`config.mk`:
```
export PLATFORM = sky130hd
export DESIGN_NAME = lsu_ctrl_flat
export DESIGN_NICKNAME = d
export VERILOG_FILES = /design/src/rtl/lsu_pkg.sv /design/src/rtl/lsu_ctrl_if.sv /design/src/rtl/lsu_align.sv /design/src/rtl/lsu_ctrl.sv /design/src/flat_wrapper.sv
export SDC_FILE = /design/constraint.sdc
export NUM_CORES = 1
export LEC_CHECK = 0
export ABC_AREA = 1
export BUFFER_PORTS_ARGS = -buffer_cell sky130_fd_sc_hd__buf_2
export CORE_MARGIN = 2
export CORE_UTILIZATION = 54
export CTS_CLUSTER_SIZE = 8
export DETAILED_ROUTE_END_ITERATION = 8
export PLACE_DENSITY = 0.85
export SLEW_MARGIN = 5
export SYNTH_ARGS = -nofsm -noshare
export SYNTH_HDL_FRONTEND = slang
export SYNTH_SLANG_ARGS = --single-unit
```
`constraint.sdc`:
```
create_clock -name clk -period 2.8 [get_ports clk]
set_input_delay 0.56 -clock clk [delete_from_list [all_inputs] [get_ports clk]]
set_output_delay 0.56 -clock clk [all_outputs]
set_load 0.05 [all_outputs]
```
`src/rtl/lsu_pkg.sv`:
```
// Shared definitions for the load/store controller.
//   lsu_state_e : controller FSM states
//   F3_*        : RV32 load/store funct3 encodings
package lsu_pkg;

   typedef enum logic [1:0] {
      S_IDLE,
      S_REQ,
      S_WAIT,
      S_RESP
   } lsu_state_e;

   localparam logic [2:0] F3_B  = 3'b000;
   localparam logic [2:0] F3_H  = 3'b001;
   localparam logic [2:0] F3_W  = 3'b010;
   localparam logic [2:0] F3_BU = 3'b100;
   localparam logic [2:0] F3_HU = 3'b101;

endpackage

```
`src/rtl/lsu_ctrl_if.sv`:
```
// Bus bundle around the load/store controller.
//   in_*   : EXU -> controller access request (valid/ready)
//   mem_*  : controller -> data memory request, memory -> controller response
//   out_*  : controller -> WBU result (valid/ready)
// Modports: slave = the controller, master = the surrounding core/memory.
interface lsu_ctrl_if;

   logic        in_valid;
   logic        in_ready;
   logic        in_is_store;
   logic [2:0]  in_funct3;
   logic [31:0] in_addr;
   logic [31:0] in_wdata;

   logic        mem_req_valid;
   logic        mem_req_ready;
   logic [31:0] mem_req_addr;
   logic        mem_req_wen;
   logic [31:0] mem_req_wdata;
   logic [3:0]  mem_req_wmask;
   logic        mem_resp_valid;
   logic [31:0] mem_resp_rdata;

   logic        out_valid;
   logic        out_ready;
   logic [31:0] out_rdata;
   logic        out_err;

   modport slave (
      input  in_valid, in_is_store, in_funct3, in_addr, in_wdata,
      output in_ready,
      output mem_req_valid, mem_req_addr, mem_req_wen, mem_req_wdata, mem_req_wmask,
      input  mem_req_ready, mem_resp_valid, mem_resp_rdata,
      output out_valid, out_rdata, out_err,
      input  out_ready
   );

   modport master (
      output in_valid, in_is_store, in_funct3, in_addr, in_wdata,
      input  in_ready,
      input  mem_req_valid, mem_req_addr, mem_req_wen, mem_req_wdata, mem_req_wmask,
      output mem_req_ready, mem_resp_valid, mem_resp_rdata,
      input  out_valid, out_rdata, out_err,
      output out_ready
   );

endinterface

```
`src/rtl/lsu_align.sv`:
```
// Combinational byte-lane logic for the load/store controller.
//   st_* : incoming access -> store byte mask, lane-replicated store data,
//          and the misaligned / illegal-funct3 flag
//   ld_* : latched access + memory word -> extended load result
module lsu_align
   import lsu_pkg::*;
(
   input  logic [2:0]  st_funct3,
   input  logic [1:0]  st_off,
   input  logic        st_is_store,
   input  logic [31:0] st_wdata,
   output logic [3:0]  st_wmask,
   output logic [31:0] st_wdata_al,
   output logic        bad,
   input  logic [2:0]  ld_funct3,
   input  logic [1:0]  ld_off,
   input  logic [31:0] ld_rdata,
   output logic [31:0] ld_result
);

   logic [31:0] sh;

   // Unsigned funct3 variants only exist for loads; a store using them is illegal.
   always_comb begin
      bad         = 1'b0;
      st_wmask    = 4'b0000;
      st_wdata_al = st_wdata;
      case (st_funct3)
         F3_B: begin
            st_wmask    = 4'b0001 << st_off;
            st_wdata_al = {4{st_wdata[7:0]}};
         end
         F3_H: begin
            bad         = st_off[0];
            st_wmask    = 4'b0011 << st_off;
            st_wdata_al = {2{st_wdata[15:0]}};
         end
         F3_W: begin
            bad      = |st_off;
            st_wmask = 4'b1111;
         end
         F3_BU:   bad = st_is_store;
         F3_HU:   bad = st_is_store | st_off[0];
         default: bad = 1'b1;
      endcase
   end

   assign sh = ld_rdata >> {ld_off, 3'b000};

   always_comb begin
      ld_result = '0;
      case (ld_funct3)
         F3_B:    ld_result = {{24{sh[7]}}, sh[7:0]};
         F3_BU:   ld_result = {24'b0, sh[7:0]};
         F3_H:    ld_result = {{16{sh[15]}}, sh[15:0]};
         F3_HU:   ld_result = {16'b0, sh[15:0]};
         F3_W:    ld_result = sh;
         default: ld_result = '0;
      endcase
   end

endmodule

```
`src/rtl/lsu_ctrl.sv`:
```
// Load/store controller: accepts one access from EXU, issues a single
// data-memory request, waits for the response (with an optional watchdog)
// and returns extended load data / store completion to WBU.
//   clk, rst : core clock, synchronous active-high reset
//   bus      : lsu_ctrl_if.slave (in_*, mem_*, out_* groups)
// TIMEOUT = max WAIT cycles before aborting with out_err (0 disables);
// TIMEOUT must fit in CNT_W bits.
module lsu_ctrl
   import lsu_pkg::*;
#(
   parameter int unsigned TIMEOUT = 255,
   parameter int unsigned CNT_W   = 8
) (
   input  logic      clk,
   input  logic      rst,
   lsu_ctrl_if.slave bus
);

   localparam logic [CNT_W:0] TO_LIM = (CNT_W+1)'(TIMEOUT);

   lsu_state_e     state;
   logic [CNT_W-1:0] cnt;
   logic [CNT_W:0] cnt_inc;

   logic        lat_store;
   logic [2:0]  lat_f3;
   logic [1:0]  lat_off;

   logic        in_ready_q;
   logic        req_valid_q, req_wen_q;
   logic [31:0] req_addr_q, req_wdata_q;
   logic [3:0]  req_wmask_q;
   logic        out_valid_q, out_err_q;
   logic [31:0] out_rdata_q;

   logic [3:0]  st_wmask;
   logic [31:0] st_wdata_al, ld_result;
   logic        bad;

   lsu_align u_align (
      .st_funct3   (bus.in_funct3),
      .st_off      (bus.in_addr[1:0]),
      .st_is_store (bus.in_is_store),
      .st_wdata    (bus.in_wdata),
      .st_wmask    (st_wmask),
      .st_wdata_al (st_wdata_al),
      .bad         (bad),
      .ld_funct3   (lat_f3),
      .ld_off      (lat_off),
      .ld_rdata    (bus.mem_resp_rdata),
      .ld_result   (ld_result)
   );

   // cnt_inc is the value cnt takes this cycle; hitting TIMEOUT here means
   // WAIT has lasted exactly TIMEOUT cycles.
   assign cnt_inc = {1'b0, cnt} + (CNT_W+1)'(1);

   always_ff @(posedge clk) begin
      if (rst) begin
         state       <= S_IDLE;
         cnt         <= '0;
         lat_store   <= 1'b0;
         lat_f3      <= '0;
         lat_off     <= '0;
         in_ready_q  <= 1'b1;
         req_valid_q <= 1'b0;
         req_wen_q   <= 1'b0;
         req_addr_q  <= '0;
         req_wdata_q <= '0;
         req_wmask_q <= '0;
         out_valid_q <= 1'b0;
         out_err_q   <= 1'b0;
         out_rdata_q <= '0;
      end else begin
         case (state)
            S_IDLE: if (bus.in_valid) begin
               lat_store  <= bus.in_is_store;
               lat_f3     <= bus.in_funct3;
               lat_off    <= bus.in_addr[1:0];
               in_ready_q <= 1'b0;
               if (bad) begin
                  // Rejected without touching memory.
                  state       <= S_RESP;
                  out_valid_q <= 1'b1;
                  out_err_q   <= 1'b1;
                  out_rdata_q <= '0;
               end else begin
                  state       <= S_REQ;
                  req_valid_q <= 1'b1;
                  req_addr_q  <= {bus.in_addr[31:2], 2'b00};
                  req_wen_q   <= bus.in_is_store;
                  req_wdata_q <= bus.in_is_store ? st_wdata_al : '0;
                  req_wmask_q <= bus.in_is_store ? st_wmask : 4'b0000;
               end
            end
            // Responses during REQ (including the handshake cycle) are ignored.
            S_REQ: if (bus.mem_req_ready) begin
               req_valid_q <= 1'b0;
               cnt         <= '0;
               state       <= S_WAIT;
            end
            S_WAIT: begin
               cnt <= cnt_inc[CNT_W-1:0];
               // A response wins over a watchdog expiry in the same cycle.
               if (bus.mem_resp_valid) begin
                  state       <= S_RESP;
                  out_valid_q <= 1'b1;
                  out_err_q   <= 1'b0;
                  out_rdata_q <= lat_store ? '0 : ld_result;
               end else if (TIMEOUT != 0 && cnt_inc == TO_LIM) begin
                  state       <= S_RESP;
                  out_valid_q <= 1'b1;
                  out_err_q   <= 1'b1;
                  out_rdata_q <= '0;
               end
            end
            S_RESP: if (bus.out_ready) begin
               out_valid_q <= 1'b0;
               in_ready_q  <= 1'b1;
               state       <= S_IDLE;
            end
            default: state <= S_IDLE;
         endcase
      end
   end

   assign bus.in_ready      = in_ready_q;
   assign bus.mem_req_valid = req_valid_q;
   assign bus.mem_req_addr  = req_addr_q;
   assign bus.mem_req_wen   = req_wen_q;
   assign bus.mem_req_wdata = req_wdata_q;
   assign bus.mem_req_wmask = req_wmask_q;
   assign bus.out_valid     = out_valid_q;
   assign bus.out_rdata     = out_rdata_q;
   assign bus.out_err       = out_err_q;

endmodule

```
`src/flat_wrapper.sv`:
```
// flat-port wrapper written by rule: the top's interface ports become plain ports
module lsu_ctrl_flat import lsu_pkg::*;
#(
   parameter int unsigned TIMEOUT = 255,
   parameter int unsigned CNT_W   = 8
)
  (clk, rst, bus_in_valid, bus_in_is_store, bus_in_funct3, bus_in_addr, bus_in_wdata, bus_in_ready, bus_mem_req_valid, bus_mem_req_addr, bus_mem_req_wen, bus_mem_req_wdata, bus_mem_req_wmask, bus_mem_req_ready, bus_mem_resp_valid, bus_mem_resp_rdata, bus_out_valid, bus_out_rdata, bus_out_err, bus_out_ready);
  lsu_ctrl_if bus_i ();
  input  logic clk;
  input  logic rst;
  input wire logic [$bits(bus_i.in_valid)-1:0] bus_in_valid;
  input wire logic [$bits(bus_i.in_is_store)-1:0] bus_in_is_store;
  input wire logic [$bits(bus_i.in_funct3)-1:0] bus_in_funct3;
  input wire logic [$bits(bus_i.in_addr)-1:0] bus_in_addr;
  input wire logic [$bits(bus_i.in_wdata)-1:0] bus_in_wdata;
  output wire logic [$bits(bus_i.in_ready)-1:0] bus_in_ready;
  output wire logic [$bits(bus_i.mem_req_valid)-1:0] bus_mem_req_valid;
  output wire logic [$bits(bus_i.mem_req_addr)-1:0] bus_mem_req_addr;
  output wire logic [$bits(bus_i.mem_req_wen)-1:0] bus_mem_req_wen;
  output wire logic [$bits(bus_i.mem_req_wdata)-1:0] bus_mem_req_wdata;
  output wire logic [$bits(bus_i.mem_req_wmask)-1:0] bus_mem_req_wmask;
  input wire logic [$bits(bus_i.mem_req_ready)-1:0] bus_mem_req_ready;
  input wire logic [$bits(bus_i.mem_resp_valid)-1:0] bus_mem_resp_valid;
  input wire logic [$bits(bus_i.mem_resp_rdata)-1:0] bus_mem_resp_rdata;
  output wire logic [$bits(bus_i.out_valid)-1:0] bus_out_valid;
  output wire logic [$bits(bus_i.out_rdata)-1:0] bus_out_rdata;
  output wire logic [$bits(bus_i.out_err)-1:0] bus_out_err;
  input wire logic [$bits(bus_i.out_ready)-1:0] bus_out_ready;
  assign bus_i.in_valid = bus_in_valid;
  assign bus_i.in_is_store = bus_in_is_store;
  assign bus_i.in_funct3 = bus_in_funct3;
  assign bus_i.in_addr = bus_in_addr;
  assign bus_i.in_wdata = bus_in_wdata;
  assign bus_in_ready = bus_i.in_ready;
  assign bus_mem_req_valid = bus_i.mem_req_valid;
  assign bus_mem_req_addr = bus_i.mem_req_addr;
  assign bus_mem_req_wen = bus_i.mem_req_wen;
  assign bus_mem_req_wdata = bus_i.mem_req_wdata;
  assign bus_mem_req_wmask = bus_i.mem_req_wmask;
  assign bus_i.mem_req_ready = bus_mem_req_ready;
  assign bus_i.mem_resp_valid = bus_mem_resp_valid;
  assign bus_i.mem_resp_rdata = bus_mem_resp_rdata;
  assign bus_out_valid = bus_i.out_valid;
  assign bus_out_rdata = bus_i.out_rdata;
  assign bus_out_err = bus_i.out_err;
  assign bus_i.out_ready = bus_out_ready;
  lsu_ctrl #(.TIMEOUT(TIMEOUT), .CNT_W(CNT_W)) u_core (.clk(clk), .rst(rst), .bus(bus_i));
endmodule
```
==> impl_metrics.ini <==
[routing]
drtIter0Drc = 452
wl_microns = 17500
drtPass1Iterations = 5
viasPerCell = 5.20
avgRoutedWirePerCell_microns = 13.5
drt.antenna.violating_nets = 0
vias = 6718
drc = 0

[timing]
period_needed_ns = 2.40
max_freq_mhz = 416
rsz0062_at_grt = no
clock_skew_ns = 0.00762
setup_tns_ns = 0
slew_violations = 0
tightestPinTransition_ns = 0.549
slew_headroom_pct = 63.2
period_share_pct = 85.8
finalWorstSetupSlack_ns = 0.396
hold_viol = 0
hold_slack_ns = 0.293
finalSetupViolCount = 0

[global_route]
grt_antenna_before_repair = 0
grt_util_met2_pct = 49.3
grt_usage_pct = 29.0
top_usage_layer = met2
use_met3_pct = 7.23
grt_pass1_wl_microns = 27700
grt_pass1_vias = 5947
grt_start_max_net_pins = 72
grt_util_met1_pct = 35.7
grt_overflow = 0

[clock_network]
cts_made_buffers = 17
cts_tree = yes
postCtsSetupBuffers = 0
cts_root_buf = clkbuf_8
cts_resized = 0
cts_hold_buf = 0
clkTransAtPathRegs_ns = 0.06
cts_num_sinks = 119
ctsHtreeMaxLevel = 4
insertion_delay_ns = 0.52
clockBufferDepth = 2

[placement]
place_congestion = 0.953
dpl.hpwl_microns = 12000
dp_slack_ns = 0.479
port_buffers = 208
placed_cell_area_sq_um = 7150

[synthesis]
yosys_warnings = 0
synth_edf_count = 0
yosysMostFrequentCell = nand2_1
syn_avg_cell_area_sq_um = 6.36
synth_cells = 952
synth.area.top_cells = dfxtp_1, nand2_1, nor2_1, inv_1, o21ai_0
synth-main-ff-cell = dfxtp_1
ys_top_cells_by_count = nand2_1, nor2_1, dfxtp_1
synth.top_cell.area_share_pct = 39.4
syn_area_sq_um = 6050
ys_seq_area_share_pct = 39.4
ys_async_sr_fraction_pct = 0
synthDistinctLibCells = 26
synth_top_area_cell = dfxtp_1
ys_ff_latch = 119

[cells_and_area]
antenna-diode-count = 0
num-nets-final = 1252
final_cell_area_sq_um = 7730
syn2layout_area_growth_pct = 27.7
drive_gt1_share_pct = 23.1
final_util_pct = 71.0

[job]
drv_cap = 0

[critical_path]
rrSetupSlack_ns = 0.40
arrival_ns = 2.81
cp.required_ns = 3.20
crit_fanout = 40
r2r_end = u_core.bus.out_rdata[11]
cp-start-kind = flop
r2r-start = u_core.cnt[0]
r2r_cells = 10
path_class = flop to flop
endpoint_kind = flop

[floorplan]
die_y_microns = 110
dieArea_sq_um = 12100
coreArea_sq_um = 10900
rows = 38
die_x_microns = 110
io_pins = 211
start_util_pct = 55.6

[hold_path]
hold_end = u_core.bus.mem_req_addr[8]
hold_path_class = input pin to flop
worstHoldStart = bus_in_addr[8]
holdPathStages = 3

[power_and_ir_drop]
power.leakage_nw = 3.93
peakVddDrop_v = 0.000638
power_density_nw_per_um2 = 1120

[outcome]
status = finished clean
[critical path, stage by stage (launching register included)]
cell and delay, ns:
dfxtp_1 0.43, ha_1 0.23, nand3_1 0.12, o21bai_1 0.22, nand2_1 0.11, nor2_1 0.14, nand3_1 0.10, nand2_2 0.24
nand3_4 0.41, nor2_1 0.23, nor2_1 0.06
[through the flow]
step	instances	power [mW]
global route	1293	9.21
detailed placement	1261	6.49
CTS	1293	8.64
finish	1293	8.63
global placement	1261	6.42
floorplan	953	5.64
[logic make-up after synthesis]
group / Yosys count / share of synthesized area (%)
flops: 119 / 39.4
buf+inv: 169 / 11.5
xor+xnor: 1 / 0.145
other cells: 1 / 0.0620
fa+ha+maj: 6 / 1.24
simple gates: 476 / 32.2
compound gates: 180 / 15.5
[placed cells by master, fill, tap and decap left out, types with 4 or more instances in the layout]
cell       Yosys  layout
nand2_1      253     253
buf_2         20     208
nor2_1       135     135
dfxtp_1      119     119
inv_1        105     105
o21ai_0       77      77
a21oi_1       74      74
nand3_1       54      53
nand4_1       26      26
clkbuf_16      0      16
buf_4          3      16
o21ai_1       14      14
o211ai_1      12      12
ha_1           6       6
inv_2          4       4
[layer usage]
layer	up-vias	share of wire, %
li1	3395	-
met1	2949	41
met2	329	48
met3	45	9.1
met4	0	2.1
met5	-	0
[power by group]
| part | internal [mW] | switching [mW] | leakage [nW] | total [mW] |
|---|---|---|---|---|
| Combinational | 1.11 | 3.07 | 2.68 | 4.18 |
| Clock | 1.35 | 0.788 | 0.275 | 2.14 |
| Sequential | 2.10 | 0.205 | 0.973 | 2.30 |
[flip-flops by register name, indices dropped and copies added, names as in the netlist]
signal,cells
u_core.lat_off,2
u_core.bus.mem_req_wdata,32
u_core.bus.out_err,1
u_core.bus.mem_req_wmask,4
u_core.cnt,8
u_core.bus.in_ready,1
u_core.lat_f3,3
u_core.bus.out_rdata,32
u_core.lat_store,1
u_core.bus.mem_req_addr,30
u_core.bus.mem_req_wen,1
u_core.bus.mem_req_valid,1
u_core.state,2
u_core.bus.out_valid,1
[layout make-up]
type | instances | area (sq um)
clock inverter | 12 | 154
tap | 140 | 175
fill | 968 | 3160
timing repair buffer | 225 | 1180
clock buffer | 20 | 425
multi-input combinational | 665 | 2990
sequential | 119 | 2380
inverter | 112 | 420
[how the worst max path moves through the flow]
| stage | from | endpoint | slack (ns) | cells past startpoint |
|---|---|---|---|---|
| 4_1_cts | u_core.cnt[0] | u_core.bus.out_rdata[14] | 0.44 | 11 |
| 3_3_place_gp | bus_in_funct3[1] | u_core.bus.out_rdata[9] | 0.56 | 13 |
| 6_report | u_core.cnt[0] | u_core.bus.out_rdata[11] | 0.40 | 10 |
| 3_5_place_dp | bus_in_funct3[1] | u_core.bus.mem_req_wdata[15] | 0.48 | 11 |
| 2_1_floorplan | bus_in_funct3[1] | u_core.bus.out_rdata[10] | 1.06 | 13 |
| 5_1_grt | u_core.cnt[0] | u_core.bus.out_rdata[14] | 0.16 | 11 |
(Power assumes the default switching activity.)
